**src/rtl/mxv_pkg.sv**
```systemverilog
// Shared types and helpers for the matrix-vector sequencer.
package mxv_pkg;

    localparam int MAX_SIZE_DEFAULT = 8;
    localparam int DATA_W_DEFAULT   = 8;
    localparam int SIZE_W           = 8;

    typedef enum logic [2:0] {
        IDLE,
        LOAD_VEC,
        LOAD_ROW,
        PUSH,
        FINISH
    } state_t;

    // Width needed to index 0..value-1; never less than one bit.
    function automatic int CeilLog2(input int value);
        int w;
        w = 1;
        for (int i = 1; i < 31; i++) begin
            if ((1 << i) < value) begin
                w = i + 1;
            end
        end
        return w;
    endfunction

endpackage

```
**src/rtl/mxv_if.sv**
```systemverilog
// Handshake and datapath-control bundle between a host/datapath and the sequencer.
interface mxv_if #(
    parameter int MAX_SIZE = mxv_pkg::MAX_SIZE_DEFAULT,
    parameter int DATA_W   = mxv_pkg::DATA_W_DEFAULT
) ();
    localparam int IDX_W = mxv_pkg::CeilLog2(MAX_SIZE);

    logic                        start;
    logic [mxv_pkg::SIZE_W-1:0]  matrix_size;
    logic                        abort;
    logic                        in_valid;
    logic [DATA_W-1:0]           in_data;
    logic                        in_ready;
    logic                        vec_we;
    logic [IDX_W-1:0]            vec_idx;
    logic                        mac_en;
    logic                        mac_clear;
    logic [IDX_W-1:0]            col_idx;
    logic                        result_push;
    logic [IDX_W-1:0]            row_idx;
    logic                        busy;
    logic                        done;
    logic                        size_err;

    // Host / datapath side.
    modport master (
        output start, matrix_size, abort, in_valid, in_data,
        input  in_ready, vec_we, vec_idx, mac_en, mac_clear, col_idx,
               result_push, row_idx, busy, done, size_err
    );

    // Sequencer side.
    modport slave (
        input  start, matrix_size, abort, in_valid, in_data,
        output in_ready, vec_we, vec_idx, mac_en, mac_clear, col_idx,
               result_push, row_idx, busy, done, size_err
    );
endinterface

```
**src/rtl/mxv_index_counter.sv**
```systemverilog
// Index counter that runs 0..term and wraps back to 0 after the terminal value.
module mxv_index_counter #(
    parameter int W = 3
) (
    input  logic         clk,
    input  logic         reset,
    input  logic         en,
    input  logic         clr,
    input  logic [W-1:0] term,
    output logic [W-1:0] count,
    output logic         last
);
    logic [W-1:0] count_q;

    assign count = count_q;
    assign last  = (count_q == term);

    // Clear has priority; otherwise advance on enable, wrapping at the terminal value.
    // NOTE: sequential state uses non-blocking (<=) so every flop samples pre-edge values.
    always_ff @(posedge clk or negedge reset) begin
        if (!reset) begin
            count_q <= '0;
        end else if (clr) begin
            count_q <= '0;
        end else if (en) begin
            count_q <= last ? '0 : count_q + 1'b1;
        end
    end
endmodule

```
**src/rtl/mxv_sequencer.sv**
```systemverilog
// Control sequencer for an N x N matrix times N vector operation streamed row-major.
module mxv_sequencer
    import mxv_pkg::*;
#(
    parameter int MAX_SIZE = MAX_SIZE_DEFAULT,
    parameter int DATA_W   = DATA_W_DEFAULT
) (
    input  logic  clk,
    input  logic  reset,
    mxv_if.slave  bus
);
    localparam int IDX_W = CeilLog2(MAX_SIZE);
    localparam logic [SIZE_W-1:0] MAX_SIZE_V = SIZE_W'(MAX_SIZE);

    if ($bits(bus.in_data) != DATA_W || $bits(bus.vec_idx) != IDX_W) begin : g_width_check
        $error("mxv_sequencer: interface parameters do not match the sequencer");
    end

    state_t           state_q, state_d;
    logic [IDX_W-1:0] n_last_q;     // N-1, the terminal value for both counters
    logic             size_err_q;

    logic             size_ok;
    logic             start_ok;
    logic             start_bad;
    logic             loading;
    logic             xfer;
    logic [IDX_W-1:0] elem_count;
    logic             elem_last;
    logic [IDX_W-1:0] row_count;
    logic             row_last;
    logic             cnt_clr;

    assign size_ok   = (bus.matrix_size != '0) && (bus.matrix_size <= MAX_SIZE_V);
    assign start_ok  = (state_q == IDLE) && bus.start && !bus.abort && size_ok;
    assign start_bad = (state_q == IDLE) && bus.start && !bus.abort && !size_ok;

    // Abort blocks the handshake so an element offered in the abort cycle is not consumed.
    assign loading  = (state_q == LOAD_VEC) || (state_q == LOAD_ROW);
    assign xfer     = bus.in_valid && loading && !bus.abort;
    assign cnt_clr  = bus.abort || start_ok;

    // Element counter: vector index in LOAD_VEC, then column index in LOAD_ROW.
    mxv_index_counter #(.W(IDX_W)) u_elem_cnt (
        .clk   (clk),
        .reset (reset),
        .en    (xfer),
        .clr   (cnt_clr),
        .term  (n_last_q),
        .count (elem_count),
        .last  (elem_last)
    );

    // Row counter advances once per result push.
    mxv_index_counter #(.W(IDX_W)) u_row_cnt (
        .clk   (clk),
        .reset (reset),
        .en    (state_q == PUSH),
        .clr   (cnt_clr),
        .term  (n_last_q),
        .count (row_count),
        .last  (row_last)
    );

    // State, captured size and the registered size-error pulse.
    always_ff @(posedge clk or negedge reset) begin
        if (!reset) begin
            state_q    <= IDLE;
            n_last_q   <= '0;
            size_err_q <= 1'b0;
        end else begin
            state_q    <= state_d;
            size_err_q <= start_bad;
            if (start_ok) begin
                n_last_q <= IDX_W'(bus.matrix_size - 8'd1);
            end
        end
    end

    // Next-state decode; abort returns to IDLE from anywhere.
    // NOTE: the default assignment up front keeps this block free of inferred latches.
    always_comb begin
        state_d = state_q;
        unique case (state_q)
            IDLE:     if (start_ok)              state_d = LOAD_VEC;
            LOAD_VEC: if (xfer && elem_last)     state_d = LOAD_ROW;
            LOAD_ROW: if (xfer && elem_last)     state_d = PUSH;
            PUSH:     state_d = row_last ? FINISH : LOAD_ROW;
            FINISH:   state_d = IDLE;
            default:  state_d = IDLE;
        endcase
        if (bus.abort) begin
            state_d = IDLE;
        end
    end

    assign bus.in_ready    = loading && !bus.abort;
    assign bus.vec_we      = xfer && (state_q == LOAD_VEC);
    assign bus.mac_en      = xfer && (state_q == LOAD_ROW);
    assign bus.mac_clear   = bus.mac_en && (elem_count == '0);
    assign bus.vec_idx     = elem_count;
    assign bus.col_idx     = elem_count;
    assign bus.row_idx     = row_count;
    assign bus.result_push = (state_q == PUSH);
    assign bus.done        = (state_q == FINISH);
    assign bus.busy        = (state_q != IDLE);
    assign bus.size_err    = size_err_q;
endmodule

```
**src/flat_wrapper.sv**
```systemverilog
// flat-port wrapper written by rule: the top's interface ports become plain ports
module mxv_sequencer_flat import mxv_pkg::*;
#(
    parameter int MAX_SIZE = MAX_SIZE_DEFAULT,
    parameter int DATA_W   = DATA_W_DEFAULT
)
  (clk, reset, bus_start, bus_matrix_size, bus_abort, bus_in_valid, bus_in_data, bus_in_ready, bus_vec_we, bus_vec_idx, bus_mac_en, bus_mac_clear, bus_col_idx, bus_result_push, bus_row_idx, bus_busy, bus_done, bus_size_err);
  mxv_if #(.MAX_SIZE(MAX_SIZE), .DATA_W(DATA_W)) bus_i ();
  input  logic clk;
  input  logic reset;
  input wire logic [$bits(bus_i.start)-1:0] bus_start;
  input wire logic [$bits(bus_i.matrix_size)-1:0] bus_matrix_size;
  input wire logic [$bits(bus_i.abort)-1:0] bus_abort;
  input wire logic [$bits(bus_i.in_valid)-1:0] bus_in_valid;
  input wire logic [$bits(bus_i.in_data)-1:0] bus_in_data;
  output wire logic [$bits(bus_i.in_ready)-1:0] bus_in_ready;
  output wire logic [$bits(bus_i.vec_we)-1:0] bus_vec_we;
  output wire logic [$bits(bus_i.vec_idx)-1:0] bus_vec_idx;
  output wire logic [$bits(bus_i.mac_en)-1:0] bus_mac_en;
  output wire logic [$bits(bus_i.mac_clear)-1:0] bus_mac_clear;
  output wire logic [$bits(bus_i.col_idx)-1:0] bus_col_idx;
  output wire logic [$bits(bus_i.result_push)-1:0] bus_result_push;
  output wire logic [$bits(bus_i.row_idx)-1:0] bus_row_idx;
  output wire logic [$bits(bus_i.busy)-1:0] bus_busy;
  output wire logic [$bits(bus_i.done)-1:0] bus_done;
  output wire logic [$bits(bus_i.size_err)-1:0] bus_size_err;
  assign bus_i.start = bus_start;
  assign bus_i.matrix_size = bus_matrix_size;
  assign bus_i.abort = bus_abort;
  assign bus_i.in_valid = bus_in_valid;
  assign bus_i.in_data = bus_in_data;
  assign bus_in_ready = bus_i.in_ready;
  assign bus_vec_we = bus_i.vec_we;
  assign bus_vec_idx = bus_i.vec_idx;
  assign bus_mac_en = bus_i.mac_en;
  assign bus_mac_clear = bus_i.mac_clear;
  assign bus_col_idx = bus_i.col_idx;
  assign bus_result_push = bus_i.result_push;
  assign bus_row_idx = bus_i.row_idx;
  assign bus_busy = bus_i.busy;
  assign bus_done = bus_i.done;
  assign bus_size_err = bus_i.size_err;
  mxv_sequencer #(.MAX_SIZE(MAX_SIZE), .DATA_W(DATA_W)) u_core (.clk(clk), .reset(reset), .bus(bus_i));
endmodule
```
**config.mk**
```make
export PLATFORM = sky130hd
export DESIGN_NAME = mxv_sequencer_flat
export DESIGN_NICKNAME = d
export VERILOG_FILES = /design/src/rtl/mxv_pkg.sv /design/src/rtl/mxv_if.sv /design/src/rtl/mxv_index_counter.sv /design/src/rtl/mxv_sequencer.sv /design/src/flat_wrapper.sv
export SDC_FILE = /design/constraint.sdc
export NUM_CORES = 1
export LEC_CHECK = 0
export ABC_CLOCK_PERIOD_IN_PS = 1900
export CORE_ASPECT_RATIO = 0.5
export CORE_UTILIZATION = 25
export DETAILED_ROUTE_END_ITERATION = 8
export GPL_TIMING_DRIVEN = 0
export PLACE_DENSITY_LB_ADDON = 0.25
export SETUP_SLACK_MARGIN = 0.2
export SKIP_CTS_REPAIR_TIMING = 1
export SLEW_MARGIN = 25
export SYNTH_ARGS = -nofsm -noshare
export SYNTH_HDL_FRONTEND = slang
export SYNTH_SLANG_ARGS = --single-unit
```
**constraint.sdc**
```tcl
create_clock -name clk -period 1.9 [get_ports clk]
set_input_delay 0.19 -clock clk [delete_from_list [all_inputs] [get_ports clk]]
set_output_delay 0.19 -clock clk [all_outputs]
set_load 0.01 [all_outputs]
```
**Word level (Yosys, flattened, before mapping)**

Cells that the tools add are included.

- Flip-flop bits (word level): 13
- Input bits: 21
- Output and inout bits: 17
- Logic and storage cells: 53

- Add/sub/neg operators: 3
- Magnitude comparators: 1
- Eq/ne operators: 9
- Mux-type cells: 12
- Reduce and logical (&&, ||, !) cells: 23

Operators by type and width:

| cell | count |
|---|---|
| $mux W3 | 11 |
| $logic_and A1 B1 Y1 | 12 |
| $pmux W3 S4 | 1 |
| $le A8 B4 Y1 const B | 1 |
| $reduce_bool A8 Y1 | 1 |
| $add A3 B1 Y3 const B | 2 |
| $eq A3 B2 Y1 const B | 2 |
| $eq A3 B3 Y1 | 2 |
| $logic_not A3 Y1 | 2 |
| $ne A3 B3 Y1 const B | 2 |
| $reduce_bool A2 Y1 | 2 |
| $eq A3 B1 Y1 const B | 1 |
| $eq A3 B3 Y1 const B | 1 |
| $ne A3 B2 Y1 const B | 1 |
| $reduce_and A3 Y1 | 1 |
| $reduce_bool A3 Y1 | 1 |
| $sub A3 B1 Y3 const B | 1 |
| $logic_not A1 Y1 | 2 |
| $logic_or A1 B1 Y1 | 2 |

**Logic depth before layout (Yosys ltp)**

Gate-level depths: netlist (run 1).

- Depth after elaboration: 8
- Gate-level depth with buffers: 6
- Mapped depth without buffers: 6

**By module**

From an unflattened synthesis (run 1), not the netlist that was laid out.

- Cell total of the unflattened synthesis: 88
- Area, all modules: 949.7 µm²

By module, submodules not included:

| module | instances | cells an instance | area an instance (µm²) |
|---|---|---|---|
| mxv_sequencer | 1 | 48 | 516.7 |
| mxv_index_counter | 2 | 20 | 216.5 |

**Worst setup path before layout (run 1)**

No wires, ideal clock.

- Kind: register to register
- Start: register u_core.state_q[2]
- End: register u_core.n_last_q[0]
- Library setup time: 125 ps
- Data arrival time: 1452 ps
- Setup slack: 323 ps
- Stages on the path, launching flop included: 5
- Path buffers: 0
- Path through: dfrtp_1 -> nor2_2 -> nand3_1 -> nor3_4 -> mux2_4

- Longest elaborated chain between the ends: 4

Ends and longest elaborated chain:

| what | RTL line | text |
|---|---|---|
| start: declaration | mxv_sequencer.sv:19 | `state_t state_q, state_d;` |
| start signal: assignment | mxv_sequencer.sv:72 | `state_q <= state_d;` |
| $logic_not A3 Y1 | mxv_sequencer.sv:35 | `assign start_ok = (state_q == IDLE) && bus.start && !bus.abort && size_ok;` |
| $logic_and A1 B1 Y1 (3 in a row) | mxv_sequencer.sv:35 |  |
| end signal: assignment | mxv_sequencer.sv:75 | `n_last_q <= IDX_W'(bus.matrix_size - 8'd1);` |
| end: declaration | mxv_sequencer.sv:20 | `logic [IDX_W-1:0] n_last_q;` |

No other way between the ends.
A chain may end at the register's enable or synchronous reset.

**Final worst setup path (run 1)**

- Start: register u_core.state_q[1]
- End: output bus_vec_we

- Longest elaborated chain between the ends: 5

Ends and longest elaborated chain:

| what | RTL line | text |
|---|---|---|
| $eq A3 B1 Y1 or $eq A3 B2 Y1 (tied branches) | mxv_sequencer.sv:39, mxv_sequencer.sv:98 |  |
| $logic_or A1 B1 Y1 | mxv_sequencer.sv:39 | `assign loading = (state_q == LOAD_VEC) \|\| (state_q == LOAD_ROW);` |
| $logic_and A1 B1 Y1 (2 in a row) | mxv_sequencer.sv:40 | `assign xfer = bus.in_valid && loading && !bus.abort;` |
| $logic_and A1 B1 Y1 * | mxv_sequencer.sv:98 | `assign bus.vec_we = xfer && (state_q == LOAD_VEC);` |
| end: declaration | flat_wrapper.sv:17 | `output wire logic [$bits(bus_i.vec_we)-1:0] bus_vec_we;` |

Mark *: on every way between the ends. The rest lies on a longest branch, timed or not.

==> results of run 1 <==
[power groups by stage]
stage	clock, mW	combinational (mW)	sequential [mW]
final	0.251	0.137	0.313
after global routing	0.270	0.151	0.316
after CTS	0.258	0.133	0.313
after detailed placement	0	0.133	0.318
after global placement	0	0.130	0.318
after floorplan	0	0.0745	0.315
[cell usage in the layout (no fill, tap or decap), types with 2 or more instances in the layout]
cell	netlist	layout
ha_1	5	5
clkbuf_8	0	3
clkdlybuf4s50_1	0	21
dlymetal6s2s_1	0	7
buf_4	3	8
o21a_1	2	2
a311oi_1	2	2
xnor2_1	7	6
dfrtp_1	13	11
nor3_1	2	2
inv_2	0	3
nand3b_1	3	3
mux2i_1	2	2
dfrtp_2	0	2
a211oi_1	4	4
nand3_1	7	7
nor2_1	4	4
nand2_1	7	7
inv_1	7	4
nand4b_1	2	2
and2_1	2	2
mux2_4	2	2
[synthesized netlist by cell type, types with 2 or more instances]
library cell	n	area share, %
nor3_1	2	1.1
a311oi_1	2	2.0
inv_1	7	3.0
o21a_1	2	1.7
nand2_1	7	3.0
a211oi_1	4	3.4
mux2_4	2	3.4
ha_1	5	7.2
nor2_1	4	1.7
nand3_1	7	4.0
nand3b_1	3	2.6
buf_2	2	1.1
xnor2_1	7	7.0
and2_1	2	1.4
mux2i_1	2	2.3
xor2_1	2	2.0
nand4b_1	2	2.0
dfrtp_1	13	37
buf_4	3	2.6
[routing by layer]
metal  share of wire (%)  routed length, um  track usage, %
met1                  52                978            15.2
met2                  43                803            15.5
met4                 1.0                 19            2.00
met3                 4.1                 76            3.62
met5                   0                  0               0
[sequential cells by signal (all words and copies together) (netlist names)]
signal                   cells
u_core.bus.size_err          1
u_core.n_last_q              3
u_core.state_q               3
u_core.u_elem_cnt.count      3
u_core.u_row_cnt.count       3
[per-stage QoR]
step                      setup WS (ns)  instances  utilization, %  cell area, sq um
final                             0.210        166            42.1              1330
after global routing              0.124        166            42.1              1330
after CTS                        -0.270        161            39.6              1250
after detailed placement         -0.196        157            38.1              1200
after global placement           -0.193        157            38.1              1200
after floorplan                   0.323         89               -               871
[cell type report]
| type | count | area, sq um |
|---|---|---|
| Fill cell | 323 | 1830 |
| Multi-Input combinational cell | 64 | 507 |
| Timing Repair Buffer | 33 | 335 |
| Sequential cell | 13 | 328 |
| Tap cell | 40 | 50.0 |
| Clock buffer | 3 | 41.3 |
| Buffer | 5 | 35.0 |
| Inverter | 7 | 26.3 |
| Clock inverter | 1 | 5.00 |
[kinds of logic (layout without fill, tap and decap cells)]
group,Yosys count,after routing,synth area share [%]
muxes,4,4,5.75
DFF,13,13,37.4
AOI/OAI and AO/OA,9,9,8.48
buffers and inverters,12,49,6.75
adders and majority gates,5,5,7.18
and+or+nand+nor,37,37,25.4
xor gates and xnor gates,9,9,9.05
[path summary, 6_finish.rpt]
kind                                                            start                                    end  slack [ns]  cells after the start
min in group asynchronous                                       reset  u_core.u_row_cnt.count[2]$_DFFE_PN0P_        0.33                      1
worst min-delay path                                        bus_abort  u_core.u_row_cnt.count[2]$_DFFE_PN0P_        0.25                      2
worst max register to register          u_core.state_q[1]$_DFFE_PN0P_         u_core.n_last_q[0]$_DFFE_PN0P_        0.35                      5
worst min register to register  u_core.u_row_cnt.count[1]$_DFFE_PN0P_  u_core.u_row_cnt.count[1]$_DFFE_PN0P_        0.59                      2
worst max-delay path                    u_core.state_q[1]$_DFFE_PN0P_                             bus_vec_we        0.21                      5
max in group asynchronous                                       reset          u_core.state_q[0]$_DFFE_PN0P_        1.14                      1
[worst register-to-register path: cells and delay by family, from the launching register on]
| family | cells | cell delay, ns |
|---|---|---|
| DFF | 1 | 0.35 |
| buffers and inverters | 1 | 0.18 |
| muxes | 1 | 0.32 |
| and+or+nand+nor | 3 | 0.58 |
==> summary.md, run 1 <==
| Metric | Value |
|---|---|
| Status | complete, no violations |
| Final HPWL DP | 1470 um |
| Fmax | 0.592 GHz |
| Worst hold slack | 0.253 ns |
| GP Congestion | 0.705 |
| All-Layer GR Usage | 10.6% |
| Initial antenna violation count | 0 |
| Top_reg_cell synth | dfrtp_1 |
| Synth Register Bits | 13 |
| Starting Density | 27.6% |
| Total number of vias | 760 |
| TritonCTS clock tree | built |
| Final wirelength | 1880 um |
| Clk pwr share | 35.8% |
| CTS Buf Count | 3 |
| Worst IR Drop VDD | 216 uV |
| Final nets | 153 |
| Vias in the first global route | 663 |
| Element type at the critical path start | register |
| Average routed wire per standard cell | 11.3 um |
| Post-synth cell types | 30 |
| Power share of the sequential group | 44.7% |
| Die area | 0.00374 sq mm |
| Final setup vio count | 0 |
| Kind of critical path | reg -> out |
| Register area share after synthesis | 37.4% |
| # port buffers | 28 |
| # DRC | 0 |
| Sw frac | 26.1% |
| Total iterations of the first detailed-routing run | 4 |
| Worst-path fanout max | 10 |
| Max incr delay on CP | 0.35 ns |
| P_sw | 183 uW |
| Power Total | 700 uW |
| Endpoints failing hold | 0 |
| Syn Inst Count | 89 |
| Layout cells sized above 1 | 21.4% |
| Routed Antenna Nets | 0 |
| Share of flip-flops with an asynchronous set or reset | 100% |
| Clock skew | 0.00179 ns |
| Ys Warns | 0 |
| Largest delay contributor family on the critical path | simple AND/OR/NAND/NOR gates |
| CTS root buffer | clkbuf_8 |
| P_int | 518 uW |
| Worst-path clk slew | 0.06 ns |
| Vias per cell | 4.58 |
| Setup TNS | 0 ns |
| Arrival @ worst endpoint | 1.50 ns |
| Minimum clock period after layout | 1.69 ns |
| Synthesis-to-finish area growth | 52.4% |
| Max Slew Vio Count | 0 |
| Worst-Skew Late Latency | 0.24 ns |
| CP max-delay cell | dfrtp_1 |
| Starting DRT DRC Count | 58 |
| Slew margin rel. | 59.0% |
| CP required | 1.71 ns |
| Kind of end point of the critical path | output pin |
| Slew of the pin with the lowest slew margin | 0.612 ns |
| Synthesized area | 871 sq um |
| IO Pins | 38 |
| ANT cells | 0 |
| Die Ht | 43.7 um |
| First-pass GRT wire length | 2990 um |
| PwrDens | 528 mW/mm^2 |
| Synth Net Count | 115 |
| FP Rows | 14 |
| Core area | 0.00315 sq mm |
| Hold crit path type | in -> reg |
| Mean post-synth cell area | 9.78 sq um |
| Clk sink count | 13 |
| Clock Path Buffers | 2 |
| Grt ovf | 0 |
| Largest net degree at the start of global routing | 14 |
| Crit path cell chain | clkbuf_4 > xor2_2 > nand3_1 > nor4_1 > dlymetal6s2s_1 |
| Period utilization | 89.0% |
| Critical path buffer and inverter count | 2 |
| Unrepaired setup endpoints after global routing | yes |
| Die W | 85.5 um |
| Post-synth EDFFs | 0 |
| P_leak | 0.690 nW |
| Max-cap check violation count | 0 |
| Gate power share | 19.6% |
| H-tree depth | 1 |
(Power assumes the default switching activity.)
==> run 2, diff against run 1 <==
Settings changed: CORE_ASPECT_RATIO 0.5 to unset, CORE_UTILIZATION 25 to 41.
==> run 2 against run 1 <==
  * Routed wire length up 9.4%
  * Fmax is 2.8% lower
  * Clock power shrank 34%
  * Non-clock buffer count rose by 5
  * Via count rose by 5.3%
  * Combinational power up 3%
  * Hold slack got worse by 0.027 ns
  * Clock skew about the same
  * First-iteration DRC count fell by 84%
  * Die area shrank 38%
  * Sequential share of layout area is essentially flat
  * Global-route usage grew 8.0 points
  * Critical path type unchanged
  * Critical endpoint unchanged
==> summary.md, run 2 (synthesis gave the netlist of run 1 again) <==
| Metric | Value |
|---|---|
| Status | complete, no violations (unchanged) |
| Max incr delay on CP | 0.46 ns (was 0.35 ns) |
| ANT cells | 0 (unchanged) |
| Core area | 0.00198 sq mm (was 0.00315 sq mm) |
| Fmax | 0.575 GHz (was 0.592 GHz) |
| Kind of critical path | reg -> out (unchanged) |
| Largest net degree at the start of global routing | 14 (unchanged) |
| Area of the multi-input gates | 507 sq um (unchanged) |
| PwrDens | 467 mW/mm^2 (was 528 mW/mm^2) |
| # port buffers | 28 (unchanged) |
| Setup TNS | 0 ns (unchanged) |
| Critical path buffer and inverter count | 2 (unchanged) |
| TritonCTS clock tree | built (unchanged) |
| # DRC | 0 (unchanged) |
| P_sw | 165 uW (was 183 uW) |
| Starting Density | 43.9% (was 27.6%) |
| Die area | 0.00231 sq mm (was 0.00374 sq mm) |
| Max-cap check violation count | 0 (unchanged) |
| Minimum clock period after layout | 1.74 ns (was 1.69 ns) |
| All-Layer GR Usage | 18.5% (was 10.6%) |
| Cell Count, Final, Fillers Out | 158 (was 166) |
| Placed insts | 144 (was 157) |
| Clock skew | 0.00160 ns (was 0.00179 ns) |
| Max Slew Vio Count | 0 (unchanged) |
| Worst R2R Setup Slack | 0.26 ns (was 0.35 ns) |
| Utilization after layout | 67.0% (was 42.1%) |
| Clk sink count | 13 (unchanged) |
| IO Pins | 38 (unchanged) |
| FP Rows | 16 (was 14) |
| Worst-Skew Late Latency | 0.27 ns (was 0.24 ns) |
| Layout cells sized above 1 | 21.4% (about the same) |
| Sw frac | 26.6% (was 26.1%) |
| CP max-delay cell | dfrtp_2 (was dfrtp_1) |
| Slew margin rel. | 60.7% (was 59.0%) |
| Slew of the pin with the lowest slew margin | 0.588 ns (was 0.612 ns) |
| Die W | 48.1 um (was 85.5 um) |
| Routed Antenna Nets | 0 (unchanged) |
| Unrepaired setup endpoints after global routing | yes (unchanged) |
| Die Ht | 48.1 um (was 43.7 um) |
| Hold crit path type | in -> reg (unchanged) |
| Fillers | 157 (was 323) |
| P_int | 455 uW (was 518 uW) |
| Average routed wire per standard cell | 13.0 um (was 11.3 um) |
| Element type at the critical path start | register (unchanged) |
| Starting DRT DRC Count | 9 (was 58) |
| Vias in the first global route | 675 (was 663) |
| Synthesis-to-finish area growth | 52.6% (was 52.4%) |
| Clock Path Buffers | 2 (unchanged) |
| P_leak | 0.708 nW (was 0.690 nW) |
| Total number of vias | 800 (was 760) |
| Final setup vio count | 0 (unchanged) |
| Largest delay contributor family on the critical path | simple AND/OR/NAND/NOR gates (unchanged) |
| Initial antenna violation count | 0 (unchanged) |
| Grt ovf | 0 (unchanged) |
| CTS root buffer | clkbuf_4 (was clkbuf_8) |
| Final HPWL DP | 1480 um (was 1470 um) |
| Worst IR Drop VDD | 317 uV (was 216 uV) |
| Clk pwr share | 26.8% (was 35.8%) |
| Total iterations of the first detailed-routing run | 5 (was 4) |
| Power Total | 620 uW (was 700 uW) |
| Kind of end point of the critical path | output pin (unchanged) |
| Period utilization | 91.5% (was 89.0%) |
| Commonest non-fill, non-tap cells in the layout | clkdlybuf4s50_1 (21), buf_4 (13), dfrtp_1 (11) (was clkdlybuf4s50_1 (21), dfrtp_1 (11), buf_4 (8)) |
| Worst-path clk slew | 0.07 ns (was 0.06 ns) |
| Power share of the sequential group | 50.4% (was 44.7%) |
| CP required | 1.71 ns (about the same) |
| Gate power share | 22.8% (was 19.6%) |
| Final nets | 158 (was 153) |
| CTS Buf Count | 3 (unchanged) |
| Vias per cell | 5.06 (was 4.58) |
| Crit path cell chain | nor2_4 > buf_4 > nand3_1 > nor4_1 > dlymetal6s2s_1 (was clkbuf_4 > xor2_2 > nand3_1 > nor4_1 > dlymetal6s2s_1) |
| H-tree depth | 1 (unchanged) |
| Reg area | 328 sq um (unchanged) |
| First-pass GRT wire length | 2930 um (was 2990 um) |
| Arrival @ worst endpoint | 1.55 ns (was 1.50 ns) |
| Most common cell after layout, fill and taps aside | clkdlybuf4s50_1 (unchanged) |
| Worst-path fanout max | 5 (was 10) |
| GP Congestion | 0.823 (was 0.705) |
| Endpoints failing hold | 0 (unchanged) |
| Final wirelength | 2050 um (was 1880 um) |
-- run 2: cell count changes in the layout (fill, tap and decap cells not counted), sizes merged --
cell    change
clkinv      -1
clkbuf      +1
buf         +5
-- run 2: per-layer routing --
layer | up-vias | track usage (%) | routed length (um)
met3 | 2 | 2.26 | 89
met5 | - | 0 | 0
met2 | 20 | 31.4 | 1080
li1 | 394 | - | -
met1 | 384 | 24.2 | 867
met4 | 0 | 6.67 | 12
-- run 2: path summary, 6_finish.rpt --
path                                                          endpoint  cells past startpoint                            from
worst max-delay path                                        bus_vec_we                      5   u_core.state_q[2]$_DFFE_PN0P_
worst min-delay path             u_core.u_row_cnt.count[0]$_DFFE_PN0P_                      2                       bus_abort
worst max register to register          u_core.n_last_q[2]$_DFFE_PN0P_                      6   u_core.state_q[2]$_DFFE_PN0P_
worst min register to register          u_core.n_last_q[2]$_DFFE_PN0P_                      1  u_core.n_last_q[2]$_DFFE_PN0P_
max in group asynchronous                u_core.state_q[2]$_DFFE_PN0P_                      1                           reset
min in group asynchronous       u_core.u_elem_cnt.count[2]$_DFFE_PN0P_                      1                           reset
-- run 2: final cells by class --
| type | count | share of cell area (%) |
|---|---|---|
| Inverter | 7 | 1.98 |
| Tap cell | 27 | 2.54 |
| Timing Repair Buffer | 38 | 28.1 |
| Clock buffer | 4 | 1.98 |
| Buffer | 5 | 2.64 |
| Multi-Input combinational cell | 64 | 38.1 |
| Sequential cell | 13 | 24.7 |
-- run 2: stage by stage --
stage          instance area (sq um)  hold WS, ns  setup slack, ns
2_1_floorplan                    871       -0.106            0.323
3_3_place_gp                    1180        0.492           -0.171
3_5_place_dp                    1180        0.500           -0.188
4_1_cts                         1210        0.209           -0.279
5_1_grt                         1330        0.228           0.0278
6_report                        1330        0.226            0.161
-- run 2: power by group through the flow --
| stage | Clock (mW) | Combinational [mW] | Sequential [mW] |
|---|---|---|---|
| floorplan | 0 | 0.0745 | 0.315 |
| global route | 0.186 | 0.156 | 0.315 |
| detailed placement | 0 | 0.133 | 0.318 |
| CTS | 0.172 | 0.134 | 0.312 |
| finish | 0.166 | 0.141 | 0.313 |
| global placement | 0 | 0.128 | 0.318 |
==> run 3, diff against run 2 <==
Settings changed: CELL_PAD_IN_SITES_DETAIL_PLACEMENT set to 1, CELL_PAD_IN_SITES_GLOBAL_PLACEMENT set to 1, CORE_ASPECT_RATIO set to 0.5, CORE_UTILIZATION 41 to 30.
==> run 3 against run 2 <==
  * First-iteration DRC count increased to 4.1 times the previous value
  * Sequential cell count is the same
  * Die area up 36%
  * Clock power grew 54%
  * Largest cell class unchanged
  * Clock skew decreased by 0.00069 ns
  * Register-to-register slack gained 0.04 ns
  * Sequential power barely moved
  * Power up 14%
  * Hold slack improved by 0.024 ns
==> summary.md, run 3 (synthesis gave the netlist of run 1 again) <==
| Metric | Value |
|---|---|
| Worst-path clk slew | 0.06 ns (was 0.07 ns) |
| P_int | 521 uW (was 455 uW) |
| Place WS | -0.190 ns (was -0.188 ns) |
| Minimum clock period after layout | 1.75 ns (was 1.74 ns) |
| P_sw | 186 uW (was 165 uW) |
| Final wirelength | 2170 um (was 2050 um) |
| Vias in the first global route | 729 (was 675) |
| Initial antenna violation count | 0 (unchanged) |
| Clock skew | 0.000908 ns (was 0.00160 ns) |
| Die area | 0.00314 sq mm (was 0.00231 sq mm) |
| Largest net degree at the start of global routing | 14 (unchanged) |
| Synthesis-to-finish area growth | 54.0% (was 52.6%) |
| Slew of the pin with the lowest slew margin | 0.628 ns (was 0.588 ns) |
| Cell Count, Final, Fillers Out | 164 (was 158) |
| Max-cap check violation count | 0 (unchanged) |
| Setup ws final | 0.152 ns (was 0.161 ns) |
| CTS root buffer | clkbuf_8 (was clkbuf_4) |
| Sw frac | 26.3% (was 26.6%) |
| Vias per cell | 4.79 (was 5.06) |
| Status | complete, no violations (unchanged) |
| # port buffers | 28 (unchanged) |
| PwrDens | 527 mW/mm^2 (was 467 mW/mm^2) |
| First-pass GRT wire length | 3540 um (was 2930 um) |
| Kind of end point of the critical path | output pin (unchanged) |
| Routed Antenna Nets | 0 (unchanged) |
| Setup TNS | 0 ns (unchanged) |
| H-tree depth | 1 (unchanged) |
| FP Rows | 13 (was 16) |
| Hold Crit Start | bus_abort (unchanged) |
| Final HPWL DP | 1600 um (was 1480 um) |
| Worst-Skew Late Latency | 0.25 ns (was 0.27 ns) |
| RR Startpoint | u_core.state_q[2]$_DFFE_PN0P_ (unchanged) |
| P_leak | 0.682 nW (was 0.708 nW) |
| Final nets | 154 (was 158) |
| CP required | 1.71 ns (about the same) |
| Endpoints failing hold | 0 (unchanged) |
| Total number of vias | 786 (was 800) |
| Fillers | 309 (was 157) |
| Arrival @ worst endpoint | 1.56 ns (was 1.55 ns) |
| Commonest non-fill, non-tap cells in the layout | clkdlybuf4s50_1 (21), dfrtp_1 (11), buf_4 (9), nand2_1 (7) (was clkdlybuf4s50_1 (21), buf_4 (13), dfrtp_1 (11)) |
| IO Pins | 38 (unchanged) |
| Placed insts | 154 (was 144) |
| Power Total | 707 uW (was 620 uW) |
| Kind of critical path | reg -> out (unchanged) |
| Most common cell after layout, fill and taps aside | clkdlybuf4s50_1 (unchanged) |
| Starting Density | 32.6% (was 43.9%) |
| Period utilization | 92.0% (was 91.5%) |
| ANT cells | 0 (unchanged) |
| Core area | 0.00267 sq mm (was 0.00198 sq mm) |
| Slew margin rel. | 58.0% (was 60.7%) |
| Die W | 78.2 um (was 48.1 um) |
| Starting DRT DRC Count | 37 (was 9) |
| Max Slew Vio Count | 0 (unchanged) |
| GP Congestion | 0.701 (was 0.823) |
| Clock Path Buffers | 2 (unchanged) |
| Die Ht | 40.1 um (was 48.1 um) |
| Clk sink count | 13 (unchanged) |
| TritonCTS clock tree | built (unchanged) |
| Worst-path fanout max | 10 (was 5) |
| # DRC | 0 (unchanged) |
| Average routed wire per standard cell | 13.2 um (was 13.0 um) |
| Fmax | 0.572 GHz (was 0.575 GHz) |
| Unrepaired setup endpoints after global routing | yes (unchanged) |
| Clk pwr share | 36.0% (was 26.8%) |
| Grt ovf | 0 (unchanged) |
| Layout cells sized above 1 | 22.8% (was 21.4%) |
| Element type at the critical path start | register (unchanged) |
| Critical Path Start | u_core.state_q[1]$_DFFE_PN0P_ (was u_core.state_q[2]$_DFFE_PN0P_) |
| Worst IR Drop VDD | 252 uV (was 317 uV) |
| Hold crit path type | in -> reg (unchanged) |
| CTS Buf Count | 3 (unchanged) |
| All-Layer GR Usage | 15.7% (was 18.5%) |
| Power share of the sequential group | 44.3% (was 50.4%) |
| Gate power share | 19.7% (was 22.8%) |
| Total iterations of the first detailed-routing run | 4 (was 5) |
| Final setup vio count | 0 (unchanged) |
-- run 3: cell types whose count changed in the layout (fill, tap and decap cells not counted), moves of 2 or more --
cell / delta
inv_1: -2
buf_4: -4
clkbuf_4: -3
inv_2: +2
clkbuf_8: +3
-- run 3: power by group through the flow --
stage	sequential, mW	clock [mW]	combinational (mW)
after floorplan	0.315	0	0.0745
after global placement	0.317	0	0.132
after detailed placement	0.318	0	0.134
after CTS	0.313	0.269	0.135
after global routing	0.315	0.275	0.154
final	0.313	0.255	0.139
-- run 3: worst paths after layout --
check / slack, ns / depth (start not counted) / to
max reg2reg: 0.30 / 6 / u_core.n_last_q[2]$_DFFE_PN0P_
min reg2reg: 0.59 / 2 / u_core.n_last_q[1]$_DFFE_PN0P_
min in group asynchronous: 0.33 / 1 / u_core.state_q[1]$_DFFE_PN0P_
max in group asynchronous: 1.12 / 1 / u_core.state_q[2]$_DFFE_PN0P_
max: 0.15 / 5 / bus_vec_we
min: 0.25 / 2 / u_core.u_elem_cnt.count[2]$_DFFE_PN0P_
-- run 3: final cells by class --
class	instances	area [sq um]	share of cell area (%)
Multi-Input combinational cell	64	526	39.2
Timing Repair Buffer	34	335	25.0
Sequential cell	13	328	24.4
Tap cell	37	46.3	3.45
Clock buffer	4	45.0	3.36
Buffer	5	35.0	2.61
Inverter	7	26.3	1.96
-- run 3: worst max-delay path, cell delays in order, from the launching register on --
cell and delay [ns]:
dfrtp_1 0.35, clkbuf_4 0.20, xor2_4 0.16, nand3_1 0.17, nor4_1 0.25, clkbuf_2 0.19
-- run 3: layer usage --
layer / vias to the layer above / part of all wire, % / track usage, %
met5: - / 0 / 0
met4: 0 / 1.6 / 6.94
met3: 4 / 4.1 / 4.77
met2: 19 / 44 / 25.7
met1: 375 / 50 / 19.9
li1: 388 / - / -
-- run 3: metrics by stage --
stage | hold slack [ns] | area, sq um | utilization (%)
finish | 0.250 | 1340 | 50.3
global route | 0.269 | 1340 | 50.3
CTS | 0.239 | 1240 | 46.6
detailed placement | 0.511 | 1200 | 44.9
global placement | 0.513 | 1200 | 44.9
floorplan | -0.106 | 871 | -
